[src/rtl/reset_sequencer.sv]
// Reset sequencer: asserts downstream resets asynchronously, releases them in staggered
// index order after a hold time, then counts run cycles with an optional halt budget.
module reset_sequencer #(
    parameter int NUM_OUT     = 2,
    parameter int HOLD_CYCLES = 3,
    parameter int STAGGER     = 1,
    parameter int RUN_CYCLES  = 50,
    parameter int CNT_W       = 16
) (
    input  logic               clk,
    input  logic               reset,
    input  logic               soft_rst_req,
    output logic [NUM_OUT-1:0] rst_out,
    output logic               run,
    output logic               busy,
    output logic               timeout,
    output logic [CNT_W-1:0]   cycle_count
);

    // state     | meaning
    // S_RESET   | waiting for the synchronized release of the system reset
    // S_HOLD    | all outputs asserted, hold timer running
    // S_RELEASE | outputs being cleared in index order, one per stagger interval
    // S_RUN     | all outputs released, counting run cycles
    // S_DONE    | run budget exhausted, all outputs re-asserted until restart
    typedef enum logic [2:0] {
        S_RESET,
        S_HOLD,
        S_RELEASE,
        S_RUN,
        S_DONE
    } state_t;

    localparam int TMR_MAX = (HOLD_CYCLES > STAGGER) ? HOLD_CYCLES : STAGGER;
    localparam int TMR_W   = (TMR_MAX > 1) ? $clog2(TMR_MAX) : 1;
    localparam int IDX_W   = (NUM_OUT > 1) ? $clog2(NUM_OUT) : 1;

    localparam logic [TMR_W-1:0] HOLD_LOAD = TMR_W'(HOLD_CYCLES - 1);
    localparam logic [TMR_W-1:0] STAG_LOAD = TMR_W'(STAGGER - 1);
    localparam logic [IDX_W-1:0] LAST_IDX  = IDX_W'(NUM_OUT - 1);
    localparam logic [CNT_W-1:0] RUN_LIMIT = CNT_W'(RUN_CYCLES);

    state_t             r_state;
    logic               r_sync1;
    logic               r_sync2;
    logic [TMR_W-1:0]   r_timer;
    logic [IDX_W-1:0]   r_idx;
    logic [NUM_OUT-1:0] r_rst_out;
    logic               r_run;
    logic               r_busy;
    logic               r_timeout;
    logic [CNT_W-1:0]   r_count;

    state_t             w_state;
    logic [TMR_W-1:0]   w_timer;
    logic [IDX_W-1:0]   w_idx;
    logic [NUM_OUT-1:0] w_rst_out;
    logic               w_run;
    logic               w_busy;
    logic               w_timeout;
    logic [CNT_W-1:0]   w_count;
    logic [CNT_W-1:0]   w_count_inc;

    assign w_count_inc = r_count + CNT_W'(1);

    always_ff @(posedge clk or posedge reset) begin
        if (reset) begin
            r_sync1   <= 1'b0;
            r_sync2   <= 1'b0;
            r_state   <= S_RESET;
            r_timer   <= HOLD_LOAD;
            r_idx     <= '0;
            r_rst_out <= '1;
            r_run     <= 1'b0;
            r_busy    <= 1'b1;
            r_timeout <= 1'b0;
            r_count   <= '0;
        end else begin
            r_sync1   <= 1'b1;
            r_sync2   <= r_sync1;
            r_state   <= w_state;
            r_timer   <= w_timer;
            r_idx     <= w_idx;
            r_rst_out <= w_rst_out;
            r_run     <= w_run;
            r_busy    <= w_busy;
            r_timeout <= w_timeout;
            r_count   <= w_count;
        end
    end

    always_comb begin
        w_state   = r_state;
        w_timer   = r_timer;
        w_idx     = r_idx;
        w_rst_out = r_rst_out;
        w_run     = r_run;
        w_busy    = r_busy;
        w_timeout = r_timeout;
        w_count   = r_count;

        case (r_state)
            S_RESET: begin
                if (r_sync2) begin
                    w_state = S_HOLD;
                    w_timer = HOLD_LOAD;
                    w_idx   = '0;
                end
            end
            // HOLD's terminal count releases output 0 on the same edge it exits
            S_HOLD, S_RELEASE: begin
                if (r_timer == '0) begin
                    w_rst_out[r_idx] = 1'b0;
                    if (r_idx == LAST_IDX) begin
                        w_state = S_RUN;
                        w_run   = 1'b1;
                        w_busy  = 1'b0;
                        w_count = '0;
                    end else begin
                        w_state = S_RELEASE;
                        w_idx   = r_idx + IDX_W'(1);
                        w_timer = STAG_LOAD;
                    end
                end else begin
                    w_timer = r_timer - TMR_W'(1);
                end
            end
            S_RUN: begin
                if (RUN_CYCLES == 0) begin
                    if (r_count != '1) begin
                        w_count = w_count_inc;
                    end
                end else begin
                    w_count = w_count_inc;
                    if (w_count_inc == RUN_LIMIT) begin
                        w_state   = S_DONE;
                        w_rst_out = '1;
                        w_run     = 1'b0;
                        w_timeout = 1'b1;
                    end
                end
            end
            S_DONE: begin
            end
            default: begin
                w_state = S_RESET;
            end
        endcase

        if (soft_rst_req && (r_state != S_RESET)) begin
            w_state   = S_HOLD;
            w_timer   = HOLD_LOAD;
            w_idx     = '0;
            w_rst_out = '1;
            w_run     = 1'b0;
            w_busy    = 1'b1;
            w_timeout = 1'b0;
            w_count   = '0;
        end
    end

    assign rst_out     = r_rst_out;
    assign run         = r_run;
    assign busy        = r_busy;
    assign timeout     = r_timeout;
    assign cycle_count = r_count;

endmodule

[config.mk]
export PLATFORM = sky130hd
export DESIGN_NAME = reset_sequencer
export DESIGN_NICKNAME = d
export VERILOG_FILES = /design/src/rtl/reset_sequencer.sv
export SDC_FILE = /design/constraint.sdc
export NUM_CORES = 1
export LEC_CHECK = 0
export ABC_AREA = 1
export BUFFER_PORTS_ARGS = -buffer_cell sky130_fd_sc_hd__buf_4
export CORE_UTILIZATION = 29
export DETAILED_ROUTE_END_ITERATION = 16
export PLACE_DENSITY = 0.45
export SLEW_MARGIN = 0
export SYNTH_ARGS = -nofsm -noshare
export SYNTH_HDL_FRONTEND = slang
export SYNTH_SLANG_ARGS = --single-unit
export TNS_END_PERCENT = 50
[constraint.sdc]
create_clock -name clk -period 2.5 [get_ports clk]
set_input_delay 0.5 -clock clk [delete_from_list [all_inputs] [get_ports clk]]
set_output_delay 0.5 -clock clk [all_outputs]
set_load 0.02 [all_outputs]
==> results of run 1 <==
==> kinds of logic (layout without fill, tap and decap cells) <==
kind of cell / after synthesis / count (layout) / share of synthesized area [%]
and+or+nand+nor: 151 / 151 / 40.16
buffers and inverters: 36 / 68 / 7.915
adders and majority gates: 2 / 2 / 1.452
xor gates and xnor gates: 1 / 1 / 0.5084
AOI/OAI and AO/OA: 24 / 24 / 7.335
other: 1 / 1 / 0.2177
DFF: 29 / 29 / 42.41
==> Yosys cell counts <==
library cell and count:
sky130_fd_sc_hd__a21oi_1 2, sky130_fd_sc_hd__buf_2 1, sky130_fd_sc_hd__clkbuf_1 1, sky130_fd_sc_hd__conb_1 1
sky130_fd_sc_hd__dfrtp_1 25, sky130_fd_sc_hd__dfstp_2 4, sky130_fd_sc_hd__ha_1 2, sky130_fd_sc_hd__inv_1 34
sky130_fd_sc_hd__nand2_1 82, sky130_fd_sc_hd__nand2_2 3, sky130_fd_sc_hd__nand2_4 1, sky130_fd_sc_hd__nand3_1 15
sky130_fd_sc_hd__nand3_2 4, sky130_fd_sc_hd__nand4_1 11, sky130_fd_sc_hd__nor2_1 23, sky130_fd_sc_hd__nor2_2 8
sky130_fd_sc_hd__nor2_4 2, sky130_fd_sc_hd__nor3_1 1, sky130_fd_sc_hd__o21ai_0 14, sky130_fd_sc_hd__o21ai_1 3
sky130_fd_sc_hd__o22ai_1 5, sky130_fd_sc_hd__or2_2 1, sky130_fd_sc_hd__xor2_1 1
==> registers in the layout, indices dropped and copies added (netlist names) <==
register / count
busy: 1
cycle_count: 16
r_idx: 1
r_state: 3
r_sync1: 1
r_sync2: 1
r_timer: 2
rst_out: 2
run: 1
timeout: 1
==> per-stage QoR <==
stage	util (%)	worst slack, ps
final	37.46	478.6
after global routing	37.46	246.8
after CTS	37.46	465.9
after detailed placement	35.65	481.7
after global placement	35.65	534.2
after floorplan	-	582.1
==> metal layers <==
layer,up-vias,track usage [%]
met4,0,6.545
met3,6,3.563
met5,-,0
met2,38,22.33
met1,715,21.20
li1,838,-
==> how the worst max path moves through the flow <==
stage,end,slack (ps),cells past startpoint
final,r_state[0],480,12
after CTS,r_state[1],470,14
after detailed placement,r_state[1],480,14
after global routing,rst_out[1],250,12
after global placement,r_state[1],530,14
after floorplan,r_state[1],580,14
==> worst max-delay path, cell delays in order, from the launching register on <==
cell	delay, ps
sky130_fd_sc_hd__dfrtp_1	480
sky130_fd_sc_hd__ha_1	290
sky130_fd_sc_hd__nand3_1	160
sky130_fd_sc_hd__nor2_2	160
sky130_fd_sc_hd__nand3_1	90
sky130_fd_sc_hd__nand2_1	90
sky130_fd_sc_hd__nand3_1	110
sky130_fd_sc_hd__nor2_2	140
sky130_fd_sc_hd__nand3_2	110
sky130_fd_sc_hd__nand2_4	100
sky130_fd_sc_hd__nand3_2	70
sky130_fd_sc_hd__nand2_1	70
sky130_fd_sc_hd__nand2_1	40
==> layout make-up <==
cell class | instances | area share, %
tap | 72 | 4.288
multi-input combinational | 179 | 40.74
clock buffer | 7 | 4.586
clock inverter | 1 | 0.2382
timing repair buffer | 26 | 9.291
sequential | 29 | 34.78
inverter | 34 | 6.075
==> power by group through the flow <==
stage / sequential [mW] / clock, mW / combinational [mW]
final: 0.643 / 0.437 / 0.635
after global routing: 0.655 / 0.482 / 0.732
after CTS: 0.643 / 0.453 / 0.640
after detailed placement: 0.650 / 0 / 0.640
after global placement: 0.655 / 0 / 0.647
after floorplan: 0.681 / 0 / 0.410
==> impl_metrics.csv, run 1 <==
group,metric,value,unit
sta,holdWs,291.3,ps
global_route,grt_use_total,15.23,%
global_route,first_global_vias,1478,
sta,rsz_0062_raised_after_global_routing,"false",
synthesis,synth.lib_cells_used.distinct,23,
clock_network,post_cts.resized_instances,0,
drt,routedLengthMet1,2156,um
power,power.density_cell_area,816.2,nW/um2
synthesis,netlist.area_leader.share,36.31,%
synthesis,ys_seq_area_share,42.41,%
placement,dp_hpwl,3130,um
drt,route.vias.total,1597,
finish,layout.cells.most_common_list,"sky130_fd_sc_hd__nand2_1, sky130_fd_sc_hd__inv_1, sky130_fd_sc_hd__buf_4, sky130_fd_sc_hd__dfrtp_1, sky130_fd_sc_hd__nor2_1",
power,internal_power,1.039,mW
finish,post_route_cells_drive_above_1_share,20.65,%
drt,drt-pass1-iter-count,4,
floorplan,die_height,79.08,um
sta,achievable-frequency,494.7,MHz
min_path,min_path_type,"primary input to asynchronous set/reset pin",
drt,routed.top_layer,"met4",
synthesis,syn_area_per_cell,7.061,um2
floorplan,initial_utilization,30.72,%
sta,finClkSkew,5.278,ps
floorplan,design.core.area,5608,um2
power,vdd_ir_drop_max,0.3239,mV
global_route,wire_length_of_the_first_global_routing_pass,7113,um
power,fin_total_pwr,1.715,mW
finish,final_net_count,280,
sta,setup_viol,0,
critical_path,crit_path_start,"cycle_count[0]",
drt,routed_wire_length_per_instance,12.22,um
clock_network,tritoncts,"yes",
synthesis,synth_area_leaders,"sky130_fd_sc_hd__dfrtp_1, sky130_fd_sc_hd__nand2_1, sky130_fd_sc_hd__inv_1",
sta,setup_tns,0,ps
finish,layout.cells.most_common,"sky130_fd_sc_hd__nand2_1",
critical_path,regToRegStartpoint,"cycle_count[0]",
global_route,grt_start_max_net_pins,30,
synthesis,netlist_area,1723,um2
critical_path,crit-reg2reg-capture,"r_state[0]",
synthesis,ys.warnings.count,0,
floorplan,design.die.area,6254,um2
finish,multiInputGateArea,855.8,um2
power,p_clk_share,25.5,%
power,power_frac_seq,37.5,%
clock_network,clkSlewWorstSetupHoldPaths,70,ps
synthesis,synthesis.instances,244,
global_route,antenna_found_initial,0,
placement,dpl_cell_area,1999,um2
critical_path,crit_arrival,2200,ps
clock_network,holdBufCountCts,0,
critical_path,worst-setup-path-type,"register to register",
critical_path,critPathRequiredTime,2680,ps
clock_network,clock_latency,290,ps
synthesis,synth_nets,249,
placement,gp_routability_congestion,0.8243,
drt,vias_per_cell,4.589,
clock_network,cts.path.max_buffers,2,
global_route,aggregate_global_routing_overflow,0,
drt,ant_nets,0,
sta,layout_min_cycle_time,2021,ps
critical_path,timing.reg2reg.setup_slack,480,ps
run,timing.max_cap.violations,0,
power,leakage_power_figure,1.010,nW
drt,drc_errors,0,
drt,met3_wirelength,216,um
synthesis,area_leader_netlist,"sky130_fd_sc_hd__dfrtp_1",
floorplan,fp-row-count,27,
clock_network,cts_setup_buffers,0,
finish,synthToLayoutAreaGrowth,21.93,%
sta,finalCritPeriodShare,80.86,%
power,power_switching,675.8,uW
floorplan,top_level_ports,24,
critical_path,critPathCaptureType,"register",
critical_path,reg2reg_depth,12,
finish,antenna_cells,0,
drt,wl_met2,1807,um
critical_path,critPathLaunchType,"register",
finish,final_cells,348,
finish,register_area,730.7,um2
clock_network,numCtsBuffers,5,
finish,fill_count,617,
synthesis,postSynthRegisterBits,29,
finish,finalInstanceArea,2101,um2
sta,final-hold-violation-count,0,
sta,slew_violations,0,
drt,drt_wl_total,4254,um
placement,cell_total_after_placement,340,
status,status,"finished clean",
drt,drt_first_iter_violations,87,
critical_path,critical_path.max_fanout,7,
floorplan,die_width,79.08,um
placement,port-buffer-count,23,
clock_network,cts-htree-levels,2,
power,power.combinational.fraction,37.0,%
clock_network,clock_sinks,29,
power,netSwitchingFraction,39.41,%
clock_network,clk_root_buffer_cell,"sky130_fd_sc_hd__clkbuf_8",
Power figures use the tool's default switching activity.
==> run 2: changes to the inputs <==
Clock period 2.5 ns to 2 ns, I/O delays scaled along.
==> run 2 against run 1 <==
Global-route usage rose by 0.69 points. Worst setup slack worse by 340 ps. Fmax up 8.8%. Non-clock buffer count increased by 6. Sequential power increased by 23%. Clock power up 8.0%. Hold slack lost 230 ps. Core utilization rose by 0.96 points.
==> impl_metrics.csv, run 2 (synthesized netlist as in run 1, its figures left out) <==
group,metric,value,unit
global_route,first_global_vias,1604,
sta,setup_viol,0,
status,status,"finished clean",
finish,multiInputGateArea,880.8,um2
sta,final-hold-violation-count,0,
floorplan,fp-row-count,27,
floorplan,die_height,79.08,um
drt,routed_wire_length_per_instance,12.12,um
finish,layout.cells.most_common,"sky130_fd_sc_hd__nand2_1",
floorplan,die_width,79.08,um
drt,drc_errors,0,
critical_path,crit_arrival,2030,ps
finish,synthToLayoutAreaGrowth,25.05,%
finish,post_route_cells_drive_above_1_share,24.11,%
placement,dp_hpwl,3247,um
floorplan,design.core.area,5608,um2
drt,ant_nets,0,
sta,achievable-frequency,538.5,MHz
drt,vias_per_cell,4.605,
critical_path,critPathCaptureType,"register",
finish,layout.cells.most_common_list,"sky130_fd_sc_hd__nand2_1, sky130_fd_sc_hd__inv_1, sky130_fd_sc_hd__buf_4, sky130_fd_sc_hd__dfrtp_1, sky130_fd_sc_hd__nor2_1",
placement,gp_routability_congestion,0.7933,
placement,dpl_cell_area,2029,um2
clock_network,clkSlewWorstSetupHoldPaths,60,ps
floorplan,design.die.area,6254,um2
placement,detailedPlace.worstSlack,100.3,ps
clock_network,cts-htree-levels,2,
global_route,antenna_found_initial,0,
critical_path,critical_path.max_fanout,6,
run,timing.max_cap.violations,0,
finish,finalInstanceArea,2155,um2
critical_path,worst-setup-path-type,"register to register",
finish,register_area,733.2,um2
finish,antenna_cells,0,
sta,finClkSkew,3.578,ps
drt,drt_wl_total,4289,um
global_route,grt_use_total,15.92,%
power,vdd_ir_drop_max,0.5065,mV
finish,final_net_count,286,
sta,finalCritPeriodShare,92.85,%
drt,drt_first_iter_violations,71,
global_route,aggregate_global_routing_overflow,0,
clock_network,tritoncts,"yes",
sta,slew_violations,0,
floorplan,top_level_ports,24,
global_route,grt_start_max_net_pins,23,
clock_network,cts.path.max_buffers,2,
min_path,min_path_type,"primary input to asynchronous set/reset pin",
clock_network,clock_latency,280,ps
global_route,wire_length_of_the_first_global_routing_pass,7659,um
sta,setup_tns,0,ps
drt,drt-pass1-iter-count,4,
drt,route.vias.total,1630,
clock_network,numCtsBuffers,5,
sta,layout_min_cycle_time,1857,ps
power,fin_total_pwr,2.117,mW
power,leakage_power_figure,1.029,nW
power,power.density_cell_area,982.5,nW/um2
clock_network,clk_root_buffer_cell,"sky130_fd_sc_hd__clkbuf_8",
floorplan,initial_utilization,30.72,%
placement,port-buffer-count,23,
finish,largest_register_ffs,16,
clock_network,holdBufCountCts,0,
clock_network,clock_sinks,29,
finish,fill_count,611,
critical_path,critPathRequiredTime,2170,ps
sta,setup_ws,142.9,ps
critical_path,critPathLaunchType,"register",
## run 2: cell count changes in the layout (fill, tap and decap cells not counted), sizes merged
| cell | before | now |
|---|---|---|
| buf | 26 | 32 |
| clkbuf | 7 | 6 |
| clkinv | 1 | 2 |
## run 2: what timing repair did
action | 4_1_cts | 5_1_grt
endpoints found under the setup margin | 0 | 5
gates resized for setup | 0 | 8
setup buffers | 0 | 2
## run 2: final timing paths
check | startpoint | end | slack (ps) | depth (start not counted)
setup / recovery | cycle_count[1] | r_state[1] | 140 | 13
hold / removal | reset | r_timer[0] | 60 | 2
setup reg to reg | cycle_count[1] | r_state[1] | 140 | 13
hold reg to reg | r_sync1 | r_sync2 | 350 | 0
max in group asynchronous | reset | cycle_count[5] | 1330 | 3
min in group clk | r_sync1 | r_sync2 | 350 | 0
## run 2: worst max-delay path, stage by stage (launching register included)
cell	delay [ps]
sky130_fd_sc_hd__dfrtp_1	400
sky130_fd_sc_hd__ha_4	170
sky130_fd_sc_hd__nand2_2	60
sky130_fd_sc_hd__nor2_4	180
sky130_fd_sc_hd__buf_4	140
sky130_fd_sc_hd__nand4_1	80
sky130_fd_sc_hd__nand2_1	120
sky130_fd_sc_hd__nand3_1	90
sky130_fd_sc_hd__nor2_2	120
sky130_fd_sc_hd__nand3_2	110
sky130_fd_sc_hd__nand2_4	100
sky130_fd_sc_hd__nand3_2	70
sky130_fd_sc_hd__nand2_1	60
sky130_fd_sc_hd__nand2_1	40
## run 2: routing by layer
| layer | share of wire [%] | vias up | global-route usage, % |
|---|---|---|---|
| met5 | 0 | - | 0 |
| met4 | 1.0 | 0 | 4.364 |
| met3 | 3.0 | 5 | 3.218 |
| met2 | 43 | 30 | 23.88 |
| met1 | 53 | 743 | 23.00 |
| li1 | - | 852 | - |
## run 2: layout make-up
type,instances,share of cell area [%]
Timing Repair Buffer,32,11.15
Multi-Input combinational cell,179,40.88
Sequential cell,29,34.03
Clock buffer,6,3.368
Inverter,34,5.923
Tap cell,72,4.181
Clock inverter,2,0.4646
## run 2: where the power goes
part,switching (mW),internal [mW],total (mW)
combinational,0.544,0.312,0.855
sequential,0.0780,0.711,0.789
clock,0.232,0.241,0.472
total,0.853,1.26,2.12
## run 2: stage by stage
step                utilization (%)  hold WS [ps]  std cells
floorplan                         -         331.2        244
global placement              36.19         333.2        344
detailed placement            36.19         335.8        344
CTS                           37.66         58.63        352
global route                  38.42         82.12        354
finish                        38.42         58.73        354
==> run 3: changes to the inputs <==
Settings changed: RECOVER_POWER set to 50.
==> run 3 against run 2 <==
Clock power is essentially flat. Sequential power is essentially flat. Hold slack is essentially flat. Power shrank 0.34%. Largest power group unchanged. Die area is the same. Highest routed layer unchanged. Critical path depth is the same.
==> impl_metrics.csv, run 3 (synthesized netlist as in run 1, its figures left out) <==
group,metric,value,unit
status,status,"finished clean",
power,netSwitchingFraction,40.39,%
critical_path,worstPathCellList,"ha_4 -> nand2_2 -> nor2_4 -> buf_4 -> nand4_1 -> nand2_1 -> nand3_1 -> nor2_2 -> nand3_2 -> nand2_4 -> nand3_2 -> nand2_1 -> nand2_1",
placement,cell_total_after_placement,344,
power,fin_total_pwr,2.110,mW
finish,synthToLayoutAreaGrowth,23.09,%
global_route,grt_start_max_net_pins,23,
floorplan,top_level_ports,24,
sta,slew_headroom,16.60,%
sta,max_slew.worst_pin.slew,1251,ps
clock_network,clock_sinks,29,
sta,finalCritPeriodShare,92.89,%
sta,setup_ws,142.2,ps
critical_path,biggest_cell_delay_along_the_critical_path,400,ps
floorplan,design.core.area,5608,um2
finish,layout.cells.most_common_list,"sky130_fd_sc_hd__nand2_1, sky130_fd_sc_hd__inv_1, sky130_fd_sc_hd__dfrtp_1, sky130_fd_sc_hd__nor2_1, sky130_fd_sc_hd__buf_4",
power,power_frac_seq,37.4,%
global_route,antenna_found_initial,0,
critical_path,crit_path_start,"cycle_count[1]",
sta,final-hold-violation-count,0,
critical_path,reg2reg_depth,13,
power,power_switching,852.0,uW
power,internal_power,1.258,mW
power,vdd_ir_drop_max,0.5082,mV
placement,detailedPlace.worstSlack,100.3,ps
finish,post_route_cells_drive_above_1_share,20.92,%
clock_network,clk_root_buffer_cell,"sky130_fd_sc_hd__clkbuf_8",
critical_path,timing.reg2reg.setup_slack,140,ps
sta,slew_violations,0,
drt,drc_errors,0,
drt,route.vias.total,1627,
global_route,grt_use_total,15.92,%
critical_path,critPathCaptureType,"register",
sta,finClkSkew,3.540,ps
global_route,first_global_vias,1604,
drt,routed_wire_length_per_instance,12.12,um
finish,final_cells,354,
clock_network,numCtsBuffers,5,
power,power.density_cell_area,994.7,nW/um2
critical_path,critPathRequiredTime,2170,ps
floorplan,fp-row-count,27,
finish,fill_count,622,
sta,setup_viol,0,
sta,setup_tns,0,ps
clock_network,cts.path.max_buffers,2,
floorplan,die_height,79.08,um
power,leakage_power_figure,0.9907,nW
critical_path,critical_path.endpoint,"r_state[1]",
power,power.combinational.fraction,40.2,%
finish,layout.cells.most_common,"sky130_fd_sc_hd__nand2_1",
critical_path,crit_arrival,2030,ps
drt,vias_per_cell,4.596,
floorplan,initial_utilization,30.72,%
finish,utilization,37.82,%
sta,achievable-frequency,538.3,MHz
critical_path,crit_path_frequent_cell,"sky130_fd_sc_hd__nand2_1",
run,timing.max_cap.violations,0,
clock_network,clkSlewWorstSetupHoldPaths,60,ps
finish,antenna_cells,0,
drt,ant_nets,0,
placement,port-buffer-count,23,
critical_path,cpMaxStageDelayCell,"sky130_fd_sc_hd__dfrtp_1",
drt,drt-pass1-iter-count,4,
critical_path,critPathLaunchType,"register",
global_route,wire_length_of_the_first_global_routing_pass,7659,um
critical_path,worst-setup-path-type,"register to register",
clock_network,cts-htree-levels,2,
drt,drt_wl_total,4290,um
clock_network,tritoncts,"yes",
placement,gp_routability_congestion,0.7933,
power,p_clk_share,22.4,%
floorplan,die_width,79.08,um
critical_path,regToRegStartpoint,"cycle_count[1]",
placement,dp_hpwl,3247,um
floorplan,design.die.area,6254,um2
drt,drt_first_iter_violations,77,
global_route,aggregate_global_routing_overflow,0,
critical_path,crit-reg2reg-capture,"r_state[1]",
finish,final_net_count,286,
min_path,min_path_type,"primary input to asynchronous set/reset pin",
finish,largest_register_ffs,16,
critical_path,critical_path.max_fanout,6,
clock_network,clock_latency,280,ps
sta,layout_min_cycle_time,1858,ps
run 3: cell types whose count changed in the layout (fill, tap and decap cells not counted):
| cell | previous run | this run |
|---|---|---|
| sky130_fd_sc_hd__buf_4 | 32 | 22 |
| sky130_fd_sc_hd__clkbuf_1 | 1 | 10 |
| sky130_fd_sc_hd__clkbuf_4 | 0 | 1 |
run 3: power by group through the flow:
stage                     sequential (mW)  combinational, mW  clock [mW]
after floorplan                     0.851              0.513           0
after global placement              0.796              0.875           0
after detailed placement            0.794              0.858           0
after CTS                           0.785              0.865       0.492
after global routing                0.806              0.978       0.513
final                               0.789              0.848       0.472
run 3: worst min-delay path by stage:
stage,cells past startpoint,start,endpoint
after floorplan,0,r_sync1,r_sync2
after global placement,0,r_sync1,r_sync2
after detailed placement,0,r_sync1,r_sync2
after CTS,2,reset,r_timer[0]
after global routing,2,reset,r_timer[0]
final,2,reset,r_timer[0]
run 3: area by class of cell:
class | instances | area [um2] | area share [%]
well taps | 72 | 90.09 | 4.248
flip-flops and latches | 29 | 733.2 | 34.57
multi-input cells | 179 | 880.8 | 41.53
inverters | 34 | 127.6 | 6.018
clock buffers | 6 | 72.57 | 3.422
clock inverters | 2 | 10.01 | 0.4720
repair buffers | 32 | 206.4 | 9.735
run 3: timing repair:
action	CTS	global route
hold buffers	0	0
setup endpoints to repair	0	5
resized for setup	0	8
setup buffers	0	2
run 3: per-stage QoR:
step | hold WS, ps | area, um2
6_report | 58.41 | 2121
5_1_grt | 83.49 | 2121
4_1_cts | 58.63 | 2112
3_5_place_dp | 335.8 | 2029
3_3_place_gp | 333.2 | 2029
2_1_floorplan | 331.2 | 1723
run 3: per-layer routing:
layer / up-vias / part of all wire (%) / GRT usage (%) / wire (um)
met2: 30 / 42 / 23.88 / 1822
met5: - / 0 / 0 / 0
li1: 851 / - / - / -
met4: 0 / 1.0 / 4.364 / 44
met3: 5 / 3.0 / 3.218 / 128
met1: 741 / 53 / 23.00 / 2294
run 3: worst max-delay path: cells and delay by family, from the launching register on:
| kind | cells | cell delay [ps] |
|---|---|---|
| adder cells (fa/ha/maj) | 1 | 170 |
| buffers and inverters | 1 | 140 |
| flip-flops | 1 | 400 |
| AND/OR/NAND/NOR | 11 | 1030 |
